**config.mk**
```make
export PLATFORM = sky130hd
export DESIGN_NAME = logisim_tick_clock
export DESIGN_NICKNAME = d
export VERILOG_FILES = /design/src/rtl/logisim_tick_clock.sv
export SDC_FILE = /design/constraint.sdc
export NUM_CORES = 1
export LEC_CHECK = 0
export CORE_MARGIN = 4
export CORE_UTILIZATION = 35
export CTS_BUF_LIST = sky130_fd_sc_hd__clkbuf_8
export DETAILED_ROUTE_END_ITERATION = 10
export SLEW_MARGIN = 25
export SYNTH_ARGS = -nofsm -noshare
export SYNTH_HDL_FRONTEND = slang
export SYNTH_SLANG_ARGS = --single-unit
```
**constraint.sdc**
```tcl
create_clock -name FPGAClock -period 2.5 [get_ports FPGAClock]
set_input_delay 0.25 -clock FPGAClock [delete_from_list [all_inputs] [get_ports FPGAClock]]
set_output_delay 0.25 -clock FPGAClock [all_outputs]
set_load 0.1 [all_outputs]
```
**src/rtl/logisim_tick_clock.sv**
```systemverilog
// Tick-driven derived clock generator with run/halt/single-step control.
// ClockOut advances one half-period count per consumed FPGATick; RiseEn and
// FallEn mark the FPGAClock cycle in which ClockOut changes level.
// Optional feature: define LOGISIM_TICK_CLOCK_EDGECOUNT_EN to add a 16-bit
// EdgeCount output counting rising edges since reset.
module logisim_tick_clock #(
    parameter int HighTicks = 2,
    parameter int LowTicks  = 2,
    parameter int Phase     = 1,
    parameter int NrOfBits  = 8
) (
    input  logic        FPGAClock,
    input  logic        FPGAResetN,
    input  logic        FPGATick,
    input  logic        run,
    input  logic        step,
    output logic        ClockOut,
    output logic        RiseEn,
    output logic        FallEn,
`ifdef LOGISIM_TICK_CLOCK_EDGECOUNT_EN
    output logic [15:0] EdgeCount,
`endif
    output logic        Running
);

    // Zero-length half-periods behave as one tick; the first low phase is
    // clamped into 1..LowTicks.
    localparam int HT = (HighTicks < 1) ? 1 : HighTicks;
    localparam int LT = (LowTicks  < 1) ? 1 : LowTicks;
    localparam int PH = (Phase < 1) ? 1 : ((Phase > LT) ? LT : Phase);

    localparam logic [NrOfBits-1:0] HT_LAST = NrOfBits'(HT - 1);
    localparam logic [NrOfBits-1:0] LT_LAST = NrOfBits'(LT - 1);
    localparam logic [NrOfBits-1:0] PH_LAST = NrOfBits'(PH - 1);

    typedef enum logic [1:0] {
        HALT = 2'd0,
        RUN  = 2'd1,
        STEP = 2'd2
    } state_t;

    state_t                r_state;
    state_t                w_nstate;
    logic [NrOfBits-1:0]   r_cnt;
    logic                  r_clk;
    logic                  r_rise;
    logic                  r_fall;
    logic                  r_first;

    logic                  w_tick;
    logic                  w_last;
    logic                  w_edge;
    logic [NrOfBits-1:0]   w_limit_last;

    // Ticks only count while the registered state is active.
    assign w_tick       = (r_state != HALT) && FPGATick;
    assign w_limit_last = r_clk ? HT_LAST : (r_first ? PH_LAST : LT_LAST);
    assign w_last       = (r_cnt == w_limit_last);
    assign w_edge       = w_tick && w_last;

    // Next-state logic: run dominates step; STEP drops to HALT on its edge.
    always_comb begin
        w_nstate = r_state;
        unique case (r_state)
            HALT: begin
                if (run)       w_nstate = RUN;
                else if (step) w_nstate = STEP;
            end
            RUN: begin
                if (!run)      w_nstate = HALT;
            end
            STEP: begin
                if (run)         w_nstate = RUN;
                else if (w_edge) w_nstate = HALT;
            end
            default: w_nstate = HALT;
        endcase
    end

    // State register.
    always_ff @(posedge FPGAClock) begin
        if (!FPGAResetN) r_state <= HALT;
        else             r_state <= w_nstate;
    end

    // Half-period counter, derived clock level and one-cycle edge strobes.
    always_ff @(posedge FPGAClock) begin
        if (!FPGAResetN) begin
            r_cnt   <= '0;
            r_clk   <= 1'b0;
            r_rise  <= 1'b0;
            r_fall  <= 1'b0;
            r_first <= 1'b1;
        end else begin
            r_rise <= 1'b0;
            r_fall <= 1'b0;
            if (w_tick) begin
                if (w_last) begin
                    r_cnt  <= '0;
                    r_clk  <= ~r_clk;
                    r_rise <= ~r_clk;
                    r_fall <= r_clk;
                    if (!r_clk) r_first <= 1'b0;
                end else begin
                    r_cnt <= r_cnt + 1'b1;
                end
            end
        end
    end

`ifdef LOGISIM_TICK_CLOCK_EDGECOUNT_EN
    logic [15:0] r_edge_cnt;

    // Rising-edge counter, wraps naturally at 16 bits.
    always_ff @(posedge FPGAClock) begin
        if (!FPGAResetN)           r_edge_cnt <= '0;
        else if (w_edge && !r_clk) r_edge_cnt <= r_edge_cnt + 16'd1;
    end

    assign EdgeCount = r_edge_cnt;
`endif

    assign ClockOut = r_clk;
    assign RiseEn   = r_rise;
    assign FallEn   = r_fall;
    assign Running  = (r_state != HALT);

endmodule

```
After elaboration in Yosys (flattened, before gate mapping)
Cells that the tools add are included.

storage, ports and cells
  memories kept = 0
  memory bits (writable) = 0
  memory bits (read-only) = 0
  bits in latches = 0
  register bits after elaboration = 14
  bits of input ports = 5

cells by class
  add/subtract/negate cells = 1
  order comparisons = 0
  equality and inequality tests = 6
  mux-type cells = 9
  shifts and indexed selects = 0
  $mul = 0
  div/mod/pow operators = 0
  reductions and logical operators = 8
  bitwise operators = 1

operator list
  operator             number
  $mux 2               5
  $reduce_and 3->1     3
  $add 8x1->8 const B  1
  $eq 8x1->1           1
  $mux 8               1
  $ne 3x3->1 const B   2
  $pmux 2 s3           1
  $eq 2x1->1 const B   1
  $eq 2x2->1 const B   1
  $logic_and 1x1->1    2
  $logic_not 2->1      1
  $mux 1               2
  $ne 2x2->1 const B   1
  $reduce_and 2->1     1
  $reduce_bool 2->1    1
  $not 1->1            1

Logic depth before layout (Yosys ltp)
  word-level depth = 7
  mapped depth = 5
  gate-level depth less buffers = 5

Least setup slack after synthesis
OpenSTA, ideal clock, no wires.

  kind = register to register
  from = register r_clk, in the netlist ClockOut
  to = register r_first
  path buffers = 0
  cell stages (with the launch flop) = 5
  setup slack = 0.468 ns
  data arrival time = 1.916 ns
  cell sequence = dfxtp_1 -> nor2b_1 -> xnor2_1 -> or4_1 -> a21boi_1

on the way
  cells in the longest elaborated chain, start to end = 3

RTL lines
  what                                   line  RTL
  start, declared                        45    logic r_clk;
  start signal, assigned                 100   r_clk <= ~r_clk;
  $mux 1                                 57    assign w_limit_last = r_clk ? HT_LAST : (r_first ? PH_LAST : LT_LAST);
  $eq 8x1->1                             58    assign w_last = (r_cnt == w_limit_last);
  $reduce_and 3->1 (no source line) (*)  -
  end signal, assigned                   93    r_first <= 1'b1;
  end signal, assigned                   103   if (!r_clk) r_first <= 1'b0;
  end, declared                          48    logic r_first;

Every way passes the cells marked *; elsewhere a longest branch is shown, timed or not.
A chain may end at the register's enable or synchronous reset.

Worst setup path after layout
  from = register r_cnt[1]
  to = register r_cnt[5]

on the way
  cells in the longest elaborated chain, start to end = 2

RTL lines
  what                                              line     RTL
  start, declared                                   44       logic [NrOfBits-1:0] r_cnt;
  start signal, assigned                            105      r_cnt <= r_cnt + 1'b1;
  $add 8x1->8 / $eq 8x1->1 (equally long branches)  105, 58
  $mux 8 (*)                                        98       if (w_last) begin

Marked as above.

==> impl_metrics.tcl <==
set metrics [dict create \
    firstDrtPassIters 4 \
    fin_tns_setup_ns 0 \
    clk_path_buf_depth 2 \
    period_needed_ns 1.63 \
    wl_met2_um 460 \
    vdd_drop_max_mv 0.429 \
    clock_latency_ns 0.24 \
    post_cts_buffers 0 \
    synth_area_per_cell_sq_um 9.10 \
    setup_viol 0 \
    ys_ff_latch 14 \
    grt_max_degree 9 \
    grt_overflow 0 \
    place_area_sq_um 682 \
    die_area_sq_um 2410 \
    fillers 149 \
    slew_viol_final 0 \
    nNetsFinal 84 \
    cts_buffers 3 \
    synth_nets 71 \
    coreArea_sq_um 1560 \
    yosysSeqAreaShare 0.474 \
    cpPeakStageDelay_ns 0.58 \
    met1Wirelength_um 527 \
    grt_first_pass_wirelength_um 1750 \
    crit_path_end_kind "flop" \
    p_total_uw 528 \
    path_clk_slew_ns 0.06 \
    netlist_area_sq_um 592 \
    yosys_warnings 0 \
    initial_utilization 0.380 \
    cap_violations 0 \
    layout_setup_ws_ns 0.867 \
    antenna_found_initial 0 \
    grt_usage 0.0931 \
    cts_resized 0 \
    post-place-ws_ns 0.609 \
    postLayoutCellArea_sq_um 737 \
    holdPathStages 2 \
    die-width_um 49.1 \
    antenna_left 0 \
    clock_skew_ns 0.00447 \
    yosysTopAreaCellShare 0.474 \
    clock_sinks 14 \
    root_buffer "clkbuf_8" \
    chipHeight_um 49.1 \
    cp_max_fo 8 \
    cp_slowest_cell "o31ai_2" \
    routed.top_layer "met4" \
    hp-class "reg -> reg" \
    worst_slew_pin_slew_ns 0.595 \
    path_cells "nor4_1, nand2_1, o31ai_2, nor2_1" \
    via_count 478 \
    io_buffers 8 \
    leakage_uw 0.000291 \
    grt_pass1_vias 417 \
    cp.required_ns 2.61 \
    routedWlPerCell_um 11.4 \
    h-tree-depth 1 \
    syn_inst 65 \
    ctsHoldBuffers 0 \
    post-route-period-util 0.653 \
    drt-total-wl_um 1060 \
    drt_iter0_markers 8 \
    crit_arrival_ns 1.74 \
    crit_type "reg -> reg" \
    max-slew-margin-rel 0.601 \
    outcome "complete, no violations" \
    yosysTopAreaCell "dfxtp_1" \
    power_density_nw_per_um2 717 \
    wl_met3_um 60 \
    rsz0062_at_grt "false" \
    setup.worst_path.start_class "flop" \
    num_rows 14 \
    drive_above_1_share 0.156 \
    yosys-top-cells-area "dfxtp_1 47%, xnor2_1 7.4%, nor2_1 6.3%, xor2_1 4.4%, nand2_1 3.8%" \
    regArea_sq_um 280 \
    reg2reg_slack_ns 0.87 \
    cts_tree "yes" \
    drc 0 \
    place_congestion 0.782 \
    antenna_cells 0 \
    syn_to_final_growth_pct 24.5 \
    vias_per_cell 5.14 \
    timing.fmax_mhz 612 \
    final-hold-violation-count 0 \
    io-pin-count 9 \
    timing.hold.ws_ns 0.455 \
    multi_input_area_sq_um 304 \
    r2r_cells 4 \
    ys_types 26 \
]
-- worst paths after layout --
kind / startpoint / to
min reg2reg: r_first / r_first
min: r_first / r_first
max reg2reg: r_cnt[1] / r_cnt[5]
max: r_cnt[1] / r_cnt[5]
-- worst max-delay path: cells and delay by family, from the launching register on --
| family | cells | cell delay (ns) |
|---|---|---|
| AND/OR/NAND/NOR | 3 | 0.57 |
| flip-flops | 1 | 0.35 |
| AO/OA/AOI/OAI | 1 | 0.58 |
-- cell type report --
class	instances	share of cell area
tap	16	0.0272
clock buffer	4	0.0747
timing repair buffer	8	0.0951
multi-input combinational	49	0.413
inverter	2	0.0102
sequential	14	0.380
-- cell usage in the layout, fill, tap and decap left out, drive strengths merged, types with 2 or more instances in the layout --
cell           instances
nand2                  6
dfxtp                 14
a21oi                  2
xor2                   3
nor3                   4
inv                    2
nor2                  10
clkbuf                 4
xnor2                  5
clkdlybuf4s50          4
or2                    2
buf                    4
-- kinds of logic (layout without fill, tap and decap cells) --
kind of cell / after synthesis / after routing / synth area share
simple gates: 31 / 31 / 0.256
flops: 14 / 14 / 0.474
compound gates: 8 / 8 / 0.101
xor+xnor: 8 / 8 / 0.118
buf+inv: 2 / 14 / 0.0127
fa+ha+maj: 1 / 1 / 0.0211
mux: 1 / 1 / 0.0169
-- registers in the layout, indices dropped and copies added (netlist names) --
register,count
r_cnt,8
FallEn,1
r_state,2
ClockOut,1
RiseEn,1
r_first,1
-- report_power, final --
group          leakage, uW  internal, uW  switching, uW
clock network    0.0000288           139           77.3
logic             0.000149          24.2           48.9
registers         0.000114           231           7.73
total             0.000291           394            134
-- metal layers --
metal	up-vias	GRT usage
li1	247	-
met3	2	0.0245
met1	214	0.126
met4	0	0.0569
met5	-	0
met2	15	0.129
-- synth_stat cells --
library cell and number:
a21boi_1 1, a21oi_1 2, and3_1 1, and3b_1 1
dfxtp_1 14, ha_1 1, inv_1 2, mux2i_1 1
nand2_1 6, nand2b_1 1, nand3_1 1, nand4_1 1
nor2_1 10, nor2b_1 1, nor3_1 4, nor4_1 1
o2111ai_1 1, o211ai_1 1, o21a_2 1, o21ai_0 1
o31ai_2 1, or2_2 2, or3_1 1, or4_1 1
xnor2_1 5, xor2_1 3
-- through the flow --
stage / instances / util
2_1_floorplan: 65 / -
3_3_place_gp: 89 / 0.437
3_5_place_dp: 89 / 0.437
4_1_cts: 93 / 0.473
5_1_grt: 93 / 0.473
6_report: 93 / 0.473
Note: power is estimated with default switching activity, not from simulation.
==> variant 1: new RTL, same settings <==
`NrOfBits`: 8 -> 6.
--- a/src/rtl/logisim_tick_clock.sv
+++ b/src/rtl/logisim_tick_clock.sv
@@ -7,7 +7,7 @@
     parameter int HighTicks = 2,
     parameter int LowTicks  = 2,
     parameter int Phase     = 1,
-    parameter int NrOfBits  = 8
+    parameter int NrOfBits  = 6
 ) (
     input  logic        FPGAClock,
     input  logic        FPGAResetN,
Function: same outputs for any inputs over 10 cycles, from zero or initial values and one cycle with FPGAResetN low; that may be too few to reach the edited logic, so the function may still have changed.
==> variant 1 against the unedited design <==
- total power down 16%
- setup slack worse by 0.091 ns
- cell area decreased by 11%
- die area shrank 9.6%
- synthesized cell count is 14% lower
- clock power down 22%
- cell count fell by 13%
- sequential cell count fell by 2
- wire length shrank 8.0%
- synthesized area decreased by 11%
- highest routed layer unchanged
==> variant 1: results <==
metrics = {
    "synth": {
        "synth_nets": 62,
        "ys_types": 27,
        "synthTopCellsByCount": "dfxtp_1 (12), nand2_1 (7), nor2_1 (5), nand3_1 (3)",
        "ys_warn_count": 0,
        "synth_fa_ha_area_share_pct": 2.39,
        "ys_async_sr_fraction_pct": 0,
        "synth_xor_area_share_pct": 6.68,
        "muxShareOfSynthArea_pct": 0,
        "synth_compound_area_share_pct": 12.2,
        "ys_dominant_reg_cell": "dfxtp_1",
        "synth_area_leaders": "dfxtp_1 (46%), nand2_1 (5.0%), nor4b_4 (4.5%)",
        "seq_area_frac_synth_pct": 45.8,
    },
    "critical_path": {
        "cp.arrival_ns": 1.90,
        "crit_fanout": 5,
    },
    "sta": {
        "skew_ns": 0.00283,
        "relSlewSlack_pct": 67.9,
        "drv_slew": 0,
    },
    "grt": {
        "use_met1_pct": 14.4,
        "met3_usage_pct": 5.47,
        "grt_use_total_pct": 11.9,
        "grt_max_degree": 15,
        "grt_pass1_wl_mm": 1.66,
        "met2_usage_pct": 14.8,
        "grt_pass1_vias": 377,
    },
    "cells_and_area": {
        "drive_above_1_share_pct": 18.2,
        "nets": 74,
        "antenna_cells": 0,
        "reg_top3": "r_cnt: 6 flops, r_state: 2 flops",
        "filler_cell_count": 135,
    },
    "outcome": {
        "outcome": "finished, final reports clean",
    },
    "power": {
        "p_leak_nw": 0.252,
        "power.internal_uw": 327,
        "irDropWorstVdd_mv": 0.304,
    },
    "cts": {
        "cts_resized": 0,
        "clockBufferDepth": 2,
        "cts_buffers": 3,
        "postCtsSetupBuffers": 0,
    },
    "min_path": {
        "worstHoldPathType": "register to register",
    },
    "placed_design": {
        "placedInstanceArea_um2": 613,
        "io_buffers": 8,
        "routabilityCongestion": 0.646,
    },
    "drt": {
        "finalWirelength_um": 972,
        "first_pass_iters": 4,
        "drt-initial-drc-count": 5,
        "vias_per_cell": 5.31,
    },
}
## variant 1: final timing paths
check                start        to  slack, ns  cells after the start
setup reg to reg  r_cnt[1]  ClockOut       0.78                      4
setup / recovery  r_cnt[1]  ClockOut       0.78                      4
hold reg to reg    r_first   r_first       0.45                      2
hold / removal     r_first   r_first       0.45                      2
## variant 1: routing by layer
metal	routed length, um	vias to the layer above
li1	-	221
met1	456	193
met2	388	11
met3	86	5
met4	40	0
met5	0	-
## variant 1: metrics by stage
step / worst slack, ns / instances / hold slack, ns / total power, mW / util (%)
final: 0.776 / 81 / 0.447 / 0.444 / 48.5
after global routing: 0.633 / 81 / 0.474 / 0.471 / 48.5
after CTS: 0.759 / 81 / 0.450 / 0.454 / 48.5
after detailed placement: 0.761 / 78 / 0.441 / 0.280 / 45.4
after global placement: 0.771 / 78 / 0.454 / 0.279 / 45.4
after floorplan: 0.529 / 56 / 0.358 / 0.260 / -
## variant 1: kinds of logic after synthesis
family / Yosys count
compound gates: 10
xor+xnor: 4
fa+ha+maj: 1
buf+inv: 2
flops: 12
simple gates: 27
## variant 1: power groups by stage
stage / logic, mW / clock network (mW) / registers, mW
after global placement: 0.0716 / 0 / 0.207
after global routing: 0.0764 / 0.190 / 0.204
after detailed placement: 0.0721 / 0 / 0.208
final: 0.0714 / 0.169 / 0.204
after CTS: 0.0723 / 0.178 / 0.204
after floorplan: 0.0381 / 0 / 0.221
## variant 1: area by class of cell
class	count	share of cell area, %
Timing Repair Buffer	9	11.9
Sequential cell	12	36.7
Tap cell	15	2.87
Multi-Input combinational cell	42	42.3
Clock buffer	3	6.31
## variant 1: worst max-delay path, stage by stage, from the launching register on
cell,delay [ns]
dfxtp_1,0.33
or4_4,0.54
or3b_4,0.43
nor4b_4,0.23
o21bai_1,0.13
==> variant 2: new RTL, same settings <==
Without the edit above. The 3 states of `state_t` get a one-hot encoding in 3 bits.
--- a/src/rtl/logisim_tick_clock.sv
+++ b/src/rtl/logisim_tick_clock.sv
@@ -33,10 +33,10 @@
     localparam logic [NrOfBits-1:0] LT_LAST = NrOfBits'(LT - 1);
     localparam logic [NrOfBits-1:0] PH_LAST = NrOfBits'(PH - 1);
 
-    typedef enum logic [1:0] {
-        HALT = 2'd0,
-        RUN  = 2'd1,
-        STEP = 2'd2
+    typedef enum logic [2:0] {
+        HALT = 3'b001,
+        RUN  = 3'b010,
+        STEP = 3'b100
     } state_t;
 
     state_t                r_state;
Function: same outputs for any inputs over 10 cycles, from zero or initial values and one cycle with FPGAResetN low; not proved beyond that.
==> variant 2 against the unedited design <==
- setup slack got worse by 0.48 ns
- critical path type unchanged
- sequential share of layout area decreased by 3.6 points
- synthesized cell count increased by 22%
- synthesized area increased by 21%
- cell area increased by 18%
- cell count increased by 28%
- fmax decreased by 23%
- wire length increased by 31%
- sequential cell count increased by 1
- first-iteration DRC count unchanged
- core utilization decreased by 2.8 points
Power is not compared: it rests on default switching activity, and its combinational part moved more than twofold at a synthesized area within 25%.
==> variant 2: results <==
metrics = {
    "outcome": {
        "outcome": "finished, final reports clean",
    },
    "drt": {
        "finalWirelength_mm": 1.38,
        "vias_per_cell": 5.02,
    },
    "critical_path": {
        "timing.rr.end": "r_first",
        "crit_slowest_cell": "or4_1",
        "crit_fanout": 6,
        "cp.arrival_ns": 2.25,
        "rrSetupSlack_ns": 0.38,
        "r2r_start": "r_cnt[3]",
        "cpLargestDelayFamily": "simple AND/OR/NAND/NOR gates",
    },
    "cells_and_area": {
        "seq_share_pct": 34.4,
        "clkCellAreaFrac_pct": 5.16,
        "n_all_inverters": 4,
        "reg_top3": "r_cnt: 8 flops, r_state: 3 flops",
        "final_cells": 119,
        "multi_input_cells": 60,
        "drive_above_1_share_pct": 15.2,
        "filler_cell_count": 215,
        "bufAreaShareNonClock_pct": 8.90,
        "nets": 99,
        "num-nonclk-buffers": 9,
        "multiInputGateArea_um2": 400,
    },
    "synth": {
        "seq_area_frac_synth_pct": 42.0,
        "synthTopCellsByCount": "dfxtp_1 (15), nor2_1 (10), xnor2_1 (5)",
        "synth_nets": 85,
        "synth_seq_cells": 15,
        "synth_area_leaders": "dfxtp_1 (42%), xnor2_1 (6.1%), nor2_1 (5.2%)",
        "ys_types": 29,
        "postSynthAreaPerCell_um2": 9.06,
    },
    "placed_design": {
        "routabilityCongestion": 0.783,
        "pre_cts_ws_ns": 0.408,
    },
    "grt": {
        "grt_pass1_vias": 569,
        "overflow": 0,
        "grt_pass1_wl_mm": 2.37,
    },
    "sta": {
        "skew_ns": 0.00130,
        "tightest_slew_ns": 0.629,
        "holdWs_ns": 0.466,
    },
    "min_path": {
        "whs_path_depth": 1,
    },
}
==> variant 2: metal layers <==
metal	GRT usage, %	part of all wire (%)
met2	18.6	45
met5	0	0
met4	5.11	0
met3	3.66	5.5
met1	13.2	50
==> variant 2: cells by family after synthesis <==
group	count (synthesis)	share of synthesized area, %
compound gates	11	11.5
xor+xnor	9	11.0
fa+ha+maj	1	1.75
buf+inv	4	2.10
flops	15	42.0
simple gates	39	31.6
==> variant 2: per-stage QoR <==
stage	power (mW)	area (um2)
global placement	0.478	827
global route	0.696	872
detailed placement	0.480	827
CTS	0.667	872
finish	0.658	872
floorplan	0.429	716
==> variant 2: worst max path at each step <==
stage                     startpoint       to  cells after the start
final                       r_cnt[3]  r_first                      4
after global routing        r_cnt[3]  r_first                      4
after CTS                   r_cnt[3]  r_first                      4
after global placement      r_cnt[3]  r_first                      4
after detailed placement    r_cnt[3]  r_first                      4
after floorplan           r_state[0]  r_first                      5
